## config.mk

```make
export PLATFORM = sky130hd
export DESIGN_NAME = multicycle_sequencer
export DESIGN_NICKNAME = d
export VERILOG_FILES = /design/src/rtl/multicycle_sequencer.sv
export SDC_FILE = /design/constraint.sdc
export NUM_CORES = 1
export LEC_CHECK = 0
export ABC_AREA = 1
export ABC_CLOCK_PERIOD_IN_PS = 2750
export CAP_MARGIN = 25
export CORE_ASPECT_RATIO = 0.8
export CORE_MARGIN = 1
export CORE_UTILIZATION = 57
export DETAILED_ROUTE_END_ITERATION = 8
export HOLD_SLACK_MARGIN = 0.08
export PLACE_DENSITY = 0.83
export SYNTH_ARGS = -nofsm -noshare
export SYNTH_HDL_FRONTEND = slang
export SYNTH_SLANG_ARGS = --single-unit
```

## constraint.sdc

```tcl
create_clock -name clk -period 2.75 [get_ports clk]
set_clock_uncertainty 0.2 [all_clocks]
set_input_delay 0.55 -clock clk [delete_from_list [all_inputs] [get_ports clk]]
set_output_delay 0.55 -clock clk [all_outputs]
set_load 0.01 [all_outputs]
```

## src/rtl/multicycle_sequencer.sv

```systemverilog
// Phase sequencer for a multi-cycle RV32I core: walks FETCH/DECODE/EXECUTE/MEM/WB,
// gates the architectural write enables, counts retirements and traps on faults.
module multicycle_sequencer #(
   parameter int unsigned TIMEOUT = 16
) (
   input  logic        clk,
   input  logic        rst,
   input  logic [4:0]  opcode_bits,
   input  logic        imem_ready,
   input  logic        dmem_ready,
   input  logic        halt,
   output logic        imem_req,
   output logic        ir_wen,
   output logic        dmem_req,
   output logic        dmem_we,
   output logic        rf_wen,
   output logic        pc_wen,
   output logic [2:0]  state,
   output logic [31:0] instret,
   output logic        fault,
   output logic [1:0]  fault_code
);

   typedef enum logic [2:0] {
      S_FETCH   = 3'd0,
      S_DECODE  = 3'd1,
      S_EXECUTE = 3'd2,
      S_MEM     = 3'd3,
      S_WB      = 3'd4,
      S_HALT    = 3'd5,
      S_FAULT   = 3'd6
   } state_t;

   localparam logic [4:0] OP_R      = 5'b01100;
   localparam logic [4:0] OP_I      = 5'b00100;
   localparam logic [4:0] OP_LOAD   = 5'b00000;
   localparam logic [4:0] OP_STORE  = 5'b01000;
   localparam logic [4:0] OP_BRANCH = 5'b11000;
   localparam logic [4:0] OP_JAL    = 5'b11011;
   localparam logic [4:0] OP_JALR   = 5'b11001;
   localparam logic [4:0] OP_LUI    = 5'b01101;
   localparam logic [4:0] OP_AUIPC  = 5'b00101;

   // Last wait-count value at which a still-missing ready becomes a timeout.
   localparam logic [7:0] WAIT_LAST = 8'(TIMEOUT - 1);

   state_t     cur;
   logic [7:0] wait_cnt;
   logic       is_load;
   logic       is_store;
   logic       is_branch;
   logic       is_legal;
   state_t     retire_next;

   assign is_load     = (opcode_bits == OP_LOAD);
   assign is_store    = (opcode_bits == OP_STORE);
   assign is_branch   = (opcode_bits == OP_BRANCH);
   assign is_legal    = opcode_bits inside {OP_R, OP_I, OP_LOAD, OP_STORE, OP_BRANCH,
                                            OP_JAL, OP_JALR, OP_LUI, OP_AUIPC};
   assign retire_next = halt ? S_HALT : S_FETCH;
   assign state       = cur;

   // Enables decode from the registered phase; ir_wen and the EXECUTE/MEM pc_wen
   // also look at same-cycle ready and class. Everything is masked while rst is high.
   always_comb begin
      // NOTE: every output gets a default first so no path through the case infers a latch.
      imem_req = 1'b0;
      ir_wen   = 1'b0;
      dmem_req = 1'b0;
      dmem_we  = 1'b0;
      rf_wen   = 1'b0;
      pc_wen   = 1'b0;
      if (!rst) begin
         unique case (cur)
            S_FETCH: begin
               imem_req = 1'b1;
               ir_wen   = imem_ready;
            end
            S_EXECUTE: pc_wen = is_branch;
            S_MEM: begin
               dmem_req = 1'b1;
               dmem_we  = is_store;
               pc_wen   = is_store & dmem_ready;
            end
            S_WB: begin
               rf_wen = 1'b1;
               pc_wen = 1'b1;
            end
            default: ;
         endcase
      end
   end

   always_ff @(posedge clk) begin
      // NOTE: sequential state is updated with non-blocking assignments only.
      if (rst) begin
         cur        <= S_FETCH;
         instret    <= '0;
         fault      <= 1'b0;
         fault_code <= 2'b00;
         wait_cnt   <= '0;
      end else begin
         if (pc_wen) instret <= instret + 32'd1;
         // Every exit from FETCH/MEM changes state, so clearing here covers all changes.
         wait_cnt <= '0;
         unique case (cur)
            S_FETCH: begin
               if (imem_ready) begin
                  cur <= S_DECODE;
               end else if (wait_cnt == WAIT_LAST) begin
                  cur        <= S_FAULT;
                  fault      <= 1'b1;
                  fault_code <= 2'b10;
               end else begin
                  wait_cnt <= wait_cnt + 8'd1;
               end
            end
            S_DECODE: begin
               if (is_legal) begin
                  cur <= S_EXECUTE;
               end else begin
                  cur        <= S_FAULT;
                  fault      <= 1'b1;
                  fault_code <= 2'b01;
               end
            end
            S_EXECUTE: begin
               if (is_load || is_store) cur <= S_MEM;
               else if (is_branch)      cur <= retire_next;
               else                     cur <= S_WB;
            end
            S_MEM: begin
               if (dmem_ready) begin
                  cur <= is_store ? retire_next : S_WB;
               end else if (wait_cnt == WAIT_LAST) begin
                  cur        <= S_FAULT;
                  fault      <= 1'b1;
                  fault_code <= 2'b11;
               end else begin
                  wait_cnt <= wait_cnt + 8'd1;
               end
            end
            S_WB:    cur <= retire_next;
            S_HALT:  if (!halt) cur <= S_FETCH;
            S_FAULT: cur <= S_FAULT;
            default: cur <= S_FAULT;
         endcase
      end
   end

endmodule

```

==> impl_metrics.tcl, run 1 <==
set metrics [dict create \
    drtIter0Drc 200 \
    holdCritPathClass "reg -> reg" \
    holdPathEnd "wait_cnt[0]$_SDFF_PP0_" \
    hp-start "wait_cnt[0]$_SDFF_PP0_" \
    die_w_um 82.64 \
    area_growth_pct 25.32 \
    hold_violations 0 \
    syn_inst 475 \
    min_path_cells 1 \
    nets 549 \
    gp_congestion 0.9264 \
    wl_met3_um 537 \
    synth_area_mm2 0.002965 \
    drv_slew 0 \
    wl_met2_um 3568 \
    cts-root-buf "clkbuf_8" \
    final_cell_count_no_fill 600 \
    worstPathRequired_ns 2.00 \
    fillCellCount 435 \
    crit_arrival_ns 1.94 \
    placementRows 23 \
    yosysWarningCount 0 \
    clk_pin_slew_worst_paths_ns 0.09 \
    crit_type "reg -> out" \
    powerDensity_mw_per_mm2 407.7 \
    avgSynthCellArea_um2 6.243 \
    drtAntennaViolNets 0 \
    antenna_found_initial 0 \
    rrSetupSlack_ns 0.70 \
    wl_met1_um 3651 \
    dieHeight_um 66.51 \
    clock-sinks 46 \
    setup_viol 0 \
    dr.pass1.iters 5 \
    setup_tns_ns 0 \
    port-buffer-count 53 \
    grtUsageTotal_pct 31.05 \
    cp-end-kind "primary output" \
    cts_buffer_depth 2 \
    dieArea_mm2 0.005496 \
    vias 3154 \
    reg2reg_depth 10 \
    maxUsedRoutingLayer "met4" \
    crit_fanout 7 \
    grt_pass1_vias 2785 \
    dpl.hpwl_um 5939 \
    drive_gt1_share_pct 11.15 \
    p_leak_nw 1.523 \
    yosysSeqAreaShare_pct 31.05 \
    cts_tree "done" \
    power_mw 1.515 \
    period_share_pct 97.68 \
    vias_per_cell 5.257 \
    antenna_cells 0 \
    reg2reg_to "instret[20]$_SDFFE_PP0P_" \
    reg2reg_from "state[2]$_SDFFE_PP0P_" \
    drc 0 \
    drt_wl_total_um 7915 \
    synth-seq-cells 46 \
    postCtsHoldBufs 0 \
    rsz0062_at_grt "true" \
    fin_crit_ns 2.686 \
    maxSlewHeadroom_pct 70.62 \
    placed_cells 592 \
    start_kind "flip-flop" \
    fin_util_pct 74.21 \
    fmax_mhz 372.3 \
    cts-htree-levels 2 \
    tightest_slew_ns 0.4391 \
    cts_buffers 5 \
    grt.overflow.total 0 \
    wl_per_cell_um 13.19 \
    synth_cell_types 29 \
    core_mm2 0.005007 \
    grt_pass1_wl_um 12800 \
    synthesis.nets 487 \
    initial_core_util_pct 59.22 \
    ir_drop_v 0.0003151 \
    grt_max_degree 30 \
    clock_latency_ns 0.31 \
    pin_count 54 \
    status "finished clean" \
    cap_violations 0 \
]
-- through the flow --
stage               cell area (um^2)  hold WS (ns)  worst slack, ns
global placement                3595        0.2339          -0.1558
floorplan                       2965        0.2175           0.6541
finish                          3716        0.2505          0.06384
CTS                             3711        0.2576          0.09058
detailed placement              3595        0.2450          -0.2499
global route                    3716        0.2806        -0.001133
-- Yosys cell counts, drive strengths merged --
cell type | number | area [um^2]
a21oi | 34 | 207.7
a31oi | 1 | 6.260
buf | 6 | 70.06
clkbuf | 5 | 18.77
dfxtp | 46 | 920.9
ha | 2 | 25.02
inv | 41 | 153.9
nand2 | 196 | 793.3
nand3 | 15 | 92.59
nand3b | 13 | 97.59
nand4 | 4 | 25.02
nor2 | 82 | 325.3
nor3 | 5 | 25.02
nor3b | 1 | 7.510
o211a | 1 | 10.01
o21ai | 5 | 28.78
xnor2 | 7 | 61.31
xor2 | 11 | 96.34
-- repair_timing --
item,CTS,global route
setup buffers,0,0
endpoints found under the setup margin,2,2
resized for setup,5,2
-- cell usage in the layout (no fill, tap or decap), drive strengths merged --
cell type,count
nand2,196
nor2,82
clkdlybuf4s50,50
dfxtp,46
inv,41
a21oi,34
nand3,15
nand3b,13
buf,13
xor2,11
xnor2,7
nor3,5
clkbuf,5
o21ai,5
nand4,4
ha,2
clkinv,2
dlygate4sd2,2
a31oi,1
nor3b,1
o211a,1
bufinv,1
dlymetal6s2s,1
-- report_power, final --
group | total, mW | switching [mW] | internal, mW
Sequential | 0.718 | 0.0278 | 0.690
Combinational | 0.290 | 0.168 | 0.122
Clock | 0.507 | 0.239 | 0.268
Total | 1.52 | 0.435 | 1.08
-- final cells by class --
class / count / area (um^2) / area share, %
multi-input combinational: 377 / 1814 / 48.82
tap: 62 / 77.57 / 2.088
inverter: 41 / 153.9 / 4.141
timing repair buffer: 66 / 640.6 / 17.24
clock buffer: 5 / 68.82 / 1.852
clock inverter: 3 / 40.04 / 1.077
sequential: 46 / 920.9 / 24.78
-- sequential cells by signal (all words and copies together), names as in the netlist --
name,count
state,3
wait_cnt,8
fault_code,2
fault,1
instret,32
-- worst max-delay path, stage by stage (launching register included) --
cell and delay (ns):
dfxtp_1 0.54, nand2_1 0.19, nor2_1 0.23, buf_4 0.15, clkdlybuf4s50_1 0.52
-- layer usage --
layer	vias up	GRT usage, %
met1	1426	41.68
met4	0	10.56
met3	17	6.301
li1	1601	-
met2	110	49.08
met5	-	0
-- worst max-delay path by stage --
| stage | endpoint | start | slack (ns) | cells past startpoint |
|---|---|---|---|---|
| detailed placement | pc_wen | opcode_bits[0] | -0.25 | 9 |
| global route | pc_wen | opcode_bits[0] | -0.001 | 9 |
| finish | rf_wen | state[2]$_SDFFE_PP0P_ | 0.06 | 4 |
| global placement | pc_wen | opcode_bits[0] | -0.16 | 9 |
| floorplan | pc_wen | opcode_bits[0] | 0.65 | 8 |
| CTS | ir_wen | imem_ready | 0.09 | 6 |
-- logic make-up (layout without fill, tap and decap cells) --
family / after synthesis / after routing / synth area share [%]
simple gates: 316 / 316 / 46.08
fa+ha+maj: 2 / 2 / 0.8437
flops: 46 / 46 / 31.05
xor+xnor: 18 / 18 / 5.316
compound gates: 41 / 41 / 8.523
buf+inv: 52 / 115 / 8.186
No activity file was read; power rests on OpenSTA's default activity.
==> inputs of run 2 (changes only) <==
--- a/config.mk
+++ b/config.mk
@@ -12,6 +12,7 @@
 export CORE_MARGIN = 1
 export CORE_UTILIZATION = 57
 export DETAILED_ROUTE_END_ITERATION = 8
+export GPL_TIMING_DRIVEN = 0
 export HOLD_SLACK_MARGIN = 0.08
 export PLACE_DENSITY = 0.83
 export SYNTH_ARGS = -nofsm -noshare
==> run 2 against run 1 <==
  * Via count decreased by 2.0%
  * Maximum frequency about the same
  * Count of clock-buffer cells in the layout grew 1
  * Hold slack about the same
  * Die area stayed put
  * Non-clock buffer count down 1
==> impl_metrics.tcl, run 2 (same netlist as run 1, synthesis figures left out) <==
set metrics [dict create \
    dieArea_mm2 0.005496 \
    use_met1_pct 42.15 \
    setup_viol 0 \
    grt_use_met2_pct 48.26 \
    die_w_um 82.64 \
    fin_util_pct 73.96 \
    cts-htree-levels 2 \
    grt_pass1_vias 2638 \
    hold_slack_ns 0.2502 \
    antenna_found_initial 0 \
    dr.pass1.iters 5 \
    hold_violations 0 \
    crit_arrival_ns 1.94 \
    drtAntennaViolNets 0 \
    cts_buffers 5 \
    postCtsHoldBufs 0 \
    clock_latency_ns 0.31 \
    drtIter0Drc 211 \
    fin_ws_ns 0.06305 \
    core_mm2 0.005007 \
    tightest_slew_ns 0.6657 \
    grtUsageTotal_pct 30.83 \
    dpl.hpwl_um 6061 \
    layout_commonest_cell "nand2_1" \
    path_depth 9 \
    worstPathRequired_ns 2.00 \
    status "finished clean" \
    fin_crit_ns 2.687 \
    cts-root-buf "clkbuf_8" \
    reg2reg_to "instret[6]$_SDFFE_PP0P_" \
    clk_pin_slew_worst_paths_ns 0.08 \
    ir_drop_v 0.0004484 \
    grt.overflow.total 0 \
    fmax_mhz 372.2 \
    final_cell_mix "nand2_1 (179), nor2_1 (76), clkdlybuf4s50_1 (47)" \
    vias_per_cell 5.160 \
    nets 548 \
    p_leak_nw 1.503 \
    cp_slowest_cell "clkdlybuf4s50_1" \
    holdPathEnd "fault_code[1]$_SDFFE_PP0P_" \
    cts_tree "done" \
    maxSlewHeadroom_pct 55.62 \
    reg2reg_depth 12 \
    port-buffer-count 53 \
    grtUsageMet3_pct 6.301 \
    placed_cell_area_mm2 0.003573 \
    grt_max_degree 15 \
    area_growth_pct 24.89 \
    gp_congestion 0.9188 \
    crit_type "in -> out" \
    cap_violations 0 \
    crit_buf_inv 2 \
    drt_wl_total_um 7846 \
    wl_per_cell_um 13.10 \
    drive_gt1_share_pct 10.61 \
    cp-end-kind "primary output" \
    largest_reg_flops 32 \
    hp-start "fault_code[1]$_SDFFE_PP0P_" \
    initial_core_util_pct 59.22 \
    path_delay_family "simple AND/OR/NAND/NOR gates" \
    setup_tns_ns 0 \
    regMostFlops "instret" \
    drv_slew 0 \
    antenna_cells 0 \
    start_kind "primary input" \
    fillCellCount 431 \
    rrSetupSlack_ns 0.70 \
    holdCritPathClass "reg -> reg" \
    top_usage_layer "met2" \
    pin_count 54 \
    grt_pass1_wl_um 12520 \
    vias 3091 \
    worst_path_largest_cell_delay_ns 0.44 \
    crit_chain "clkdlybuf4s50_1 > nor2_2 > nand2_1 > nor2_2 > nand2_2 > nand2_1 > nand2_2 > nand2_4 > clkdlybuf4s15_2" \
    period_share_pct 97.71 \
    dieHeight_um 66.51 \
    clock-sinks 46 \
    drc 0 \
    crit_fanout 2 \
    post-place-ws_ns -0.5482 \
    placementRows 23 \
    powerDensity_mw_per_mm2 392.9 \
    cts_buffer_depth 2 \
    final_area_mm2 0.003704 \
    reg2reg_from "state[0]$_SDFFE_PP0P_" \
    min_path_cells 2 \
]
## run 2: changes by cell type in the layout (fill, tap and decap cells not counted), sizes merged
cell / before / now
dlygate4sd2: 2 / 4
clkbuf: 5 / 11
clkdlybuf4s15: 0 / 1
buf: 13 / 7
bufinv: 1 / 0
clkdlybuf4s50: 50 / 47
clkinv: 2 / 1
clkinvlp: 0 / 1
## run 2: metrics by stage
stage	power, mW	cells
after floorplan	0.9061	475
after global placement	1.016	590
after detailed placement	1.023	590
after CTS	1.457	599
after global routing	1.527	599
final	1.455	599
## run 2: layout make-up
class / count / area [um^2] / share of cell area, %
multi-input combinational: 377 / 1814 / 48.99
sequential: 46 / 920.9 / 24.86
timing repair buffer: 55 / 544.3 / 14.70
inverter: 41 / 153.9 / 4.155
buffer: 10 / 97.59 / 2.635
clock buffer: 6 / 82.58 / 2.230
tap: 62 / 77.57 / 2.095
clock inverter: 2 / 12.51 / 0.3378
## run 2: per-layer routing
| metal | share of wire [%] | routed length [um] | vias up |
|---|---|---|---|
| met2 | 43 | 3366 | 84 |
| met5 | 0 | 0 | - |
| li1 | - | - | 1598 |
| met4 | 1.4 | 111 | 0 |
| met1 | 50 | 3949 | 1399 |
| met3 | 5.3 | 419 | 10 |
## run 2: timing repair
item                       4_1_cts  5_1_grt
buffers inserted                 2        0
pin swaps                        4        3
setup endpoints to repair        5        2
resized for setup               15        3
## run 2: how the worst max path moves through the flow
stage	startpoint	endpoint	slack, ns
3_5_place_dp	rst	ir_wen	-0.55
6_report	opcode_bits[1]	pc_wen	0.06
5_1_grt	opcode_bits[1]	pc_wen	-0.01
2_1_floorplan	opcode_bits[0]	pc_wen	0.65
3_3_place_gp	rst	imem_req	-0.54
4_1_cts	opcode_bits[0]	pc_wen	0.05
## run 2: worst reg2reg max path: cells and delay by family (launching register included)
kind | cells | cell delay, ns
DFF | 1 | 0.48
and+or+nand+nor | 8 | 0.73
AOI/OAI and AO/OA | 1 | 0.14
buffers and inverters | 3 | 0.44
## run 2: report_power, final
| part | internal [mW] | leakage [nW] | switching, mW | total (mW) |
|---|---|---|---|---|
| combinational | 0.123 | 1.08 | 0.172 | 0.295 |
| clock | 0.202 | 0.0472 | 0.240 | 0.443 |
| sequential | 0.690 | 0.372 | 0.0276 | 0.717 |
==> inputs of run 3 (changes only) <==
--- a/config.mk
+++ b/config.mk
@@ -5,16 +5,16 @@
 export SDC_FILE = /design/constraint.sdc
 export NUM_CORES = 1
 export LEC_CHECK = 0
-export ABC_AREA = 1
 export ABC_CLOCK_PERIOD_IN_PS = 2750
 export CAP_MARGIN = 25
 export CORE_ASPECT_RATIO = 0.8
 export CORE_MARGIN = 1
-export CORE_UTILIZATION = 57
+export CORE_UTILIZATION = 54
 export DETAILED_ROUTE_END_ITERATION = 8
 export GPL_TIMING_DRIVEN = 0
 export HOLD_SLACK_MARGIN = 0.08
-export PLACE_DENSITY = 0.83
+export PLACE_DENSITY = 0.82
+export REMOVE_ABC_BUFFERS = 1
 export SYNTH_ARGS = -nofsm -noshare
 export SYNTH_HDL_FRONTEND = slang
 export SYNTH_SLANG_ARGS = --single-unit
==> constraint.sdc (replaced) <==
create_clock -name clk -period 2.75 [get_ports clk]
set_clock_uncertainty 0.2 [all_clocks]
set_input_delay 0.4125 -clock clk [delete_from_list [all_inputs] [get_ports clk]]
set_output_delay 0.4125 -clock clk [all_outputs]
set_load 0.01 [all_outputs]
==> run 3 against run 2 <==
  * Hold slack improved by 0.00058 ns
  * Design area decreased by 15%
  * Final cell count decreased by 34%
  * Via count decreased by 25%
  * Critical endpoint unchanged
  * Highest routed layer unchanged
==> impl_metrics.tcl, run 3 <==
set metrics [dict create \
    async_flop_share_pct 0 \
    avgSynthCellArea_um2 8.270 \
    ys_top_cells_by_count "dfxtp_1 (46), nor2_1 (27), a21oi_1 (21)" \
    antenna_found_initial 0 \
    grt_pass1_vias 2039 \
    drt_wl_total_um 5899 \
    die_w_um 75.48 \
    worstPathRequired_ns 2.14 \
    tightest_slew_ns 0.8077 \
    rsz0062_at_grt "false" \
    regArea_um2 924.6 \
    pin_count 54 \
    yosysWarningCount 0 \
    worst_path_largest_cell_delay_ns 0.43 \
    ys_top_cells_by_area "dfxtp_1 (39%), a21oi_1 (4.5%), xor2_1 (4.5%)" \
    cts_tree "done" \
    powerDensity_mw_per_mm2 437.7 \
    wl_met2_um 2712 \
    multi_input_area_mm2 0.001374 \
    maxSlewHeadroom_pct 46.15 \
    vias 2308 \
    synth_top_cell_by_area "dfxtp_1" \
    final_cell_mix "clkdlybuf4s50_1 (46), dfxtp_1 (43), nor2_1 (27)" \
    drtIter0Drc 128 \
    regMostFlops "instret" \
    antenna_cells 0 \
    maxUsedRoutingLayer "met4" \
    cp-end-kind "primary output" \
    wl_met3_um 309 \
    drive_gt1_share_pct 10.59 \
    period_share_pct 97.19 \
    crit_type "in -> out" \
    gp_congestion 0.8067 \
    grt.overflow.total 0 \
    crit_fanout 4 \
    status "finished clean" \
    fillCellCount 315 \
    p_leak_nw 1.106 \
    yosysMostFrequentCell "dfxtp_1" \
    wl_met1_um 2821 \
    synth-seq-cells 46 \
    dieHeight_um 60.78 \
    synth_ff_type "dfxtp_1" \
    clock-sinks 46 \
    core_mm2 0.003954 \
    grtUsageTotal_pct 27.49 \
    clock_latency_ns 0.30 \
    largest_reg_flops 32 \
    fin_crit_ns 2.673 \
    cts_buffer_depth 2 \
    dpl.hpwl_um 4028 \
    crit_arrival_ns 2.06 \
    syn_inst 282 \
    fmax_mhz 374.1 \
    crit_chain "dlygate4sd2_1 > or3_4 > a2111oi_4 > buf_4 > or2_4 > clkdlybuf4s15_2" \
    dieArea_mm2 0.004587 \
    drv_slew 0 \
    vias_per_cell 5.843 \
    cp_slowest_cell "a2111oi_4" \
    drtAntennaViolNets 0 \
    layout_commonest_cell "clkdlybuf4s50_1" \
    postCtsHoldBufs 0 \
    dr.pass1.iters 4 \
    grt_pass1_wl_um 9439 \
    power_mw 1.371 \
    drc 0 \
    placementRows 20 \
    yosysSeqAreaShare_pct 39.48 \
    port-buffer-count 53 \
    cap_violations 0 \
    holdCritPathClass "reg -> reg" \
    fin_ws_ns 0.07720 \
    cts-htree-levels 2 \
    area_growth_pct 34.28 \
    start_kind "primary input" \
    nets 351 \
    post-place-ws_ns -0.8470 \
    initial_core_util_pct 58.99 \
    wl_per_cell_um 14.93 \
    synth_cell_types 46 \
    synth_area_mm2 0.002332 \
    cts_buffers 5 \
    cts-root-buf "clkbuf_8" \
    synth_edf_count 0 \
    ir_drop_v 0.0003643 \
    hold_violations 0 \
    grt_max_degree 42 \
    clk_pin_slew_worst_paths_ns 0.09 \
    setup_viol 0 \
    synth_top_area_share_pct 39.48 \
]
[run 3: changes by cell type after synthesis, sizes merged, moves of 9 or more]
cell and delta:
nand2 -176, nor2 -55, inv -33, o21ai +16
or3 +14, a21oi -13, nand3b -9
[run 3: routing by layer]
layer  vias to the layer above  track usage [%]
li1                       1150                -
met1                      1092            37.91
met2                        59            43.88
met3                         7            5.648
met4                         0            7.937
met5                         -                0
[run 3: cell type report]
type	instances	area share, %
clock buffers	5	2.197
well taps	55	2.197
clock inverters	3	1.398
repair buffers	65	19.86
flip-flops and latches	46	29.52
inverters	8	0.9589
multi-input cells	213	43.87
[run 3: what timing repair did]
action,CTS,global route
resized for setup,11,10
pin swaps,2,2
setup buffers,8,2
endpoints found under the setup margin,20,12
[run 3: final timing paths]
kind	to	cells past startpoint	start	slack [ns]
setup reg to reg	instret[26]$_SDFFE_PP0P_	7	state[1]$_SDFFE_PP0P_	0.23
hold reg to reg	wait_cnt[0]$_SDFF_PP0_	1	wait_cnt[0]$_SDFF_PP0_	0.25
hold / removal	wait_cnt[0]$_SDFF_PP0_	1	wait_cnt[0]$_SDFF_PP0_	0.25
setup / recovery	pc_wen	6	opcode_bits[1]	0.08
[run 3: worst max-delay path, delay by kind of cell]
family | cells | cell delay [ns]
buf+inv | 3 | 0.69
compound gates | 1 | 0.43
simple gates | 2 | 0.52
[run 3: through the flow]
stage	hold WS [ns]	cell area, um^2	util (%)	setup TNS [ns]	cells
global placement	0.2325	2874	72.69	-55.53	375
finish	0.2508	3132	79.21	0	395
global route	0.2813	3132	79.21	0	395
floorplan	0.2175	2275	-	-0.2426	267
CTS	0.2582	3072	77.69	-0.07235	393
detailed placement	0.2446	2884	72.94	-14.53	377
[run 3: kinds of logic after synthesis]
kind of cell / share of synthesized area, %
flip-flops: 39.48
XOR/XNOR: 7.135
buffers and inverters: 3.755
AND/OR/NAND/NOR: 27.74
AO/OA/AOI/OAI: 19.53
adder cells (fa/ha/maj): 1.073
multiplexers: 1.288
[run 3: report_power, final]
| part | internal (mW) | total, mW | switching [mW] |
|---|---|---|---|
| sequential | 0.681 | 0.711 | 0.0291 |
| combinational | 0.0779 | 0.151 | 0.0730 |
| clock | 0.273 | 0.509 | 0.237 |
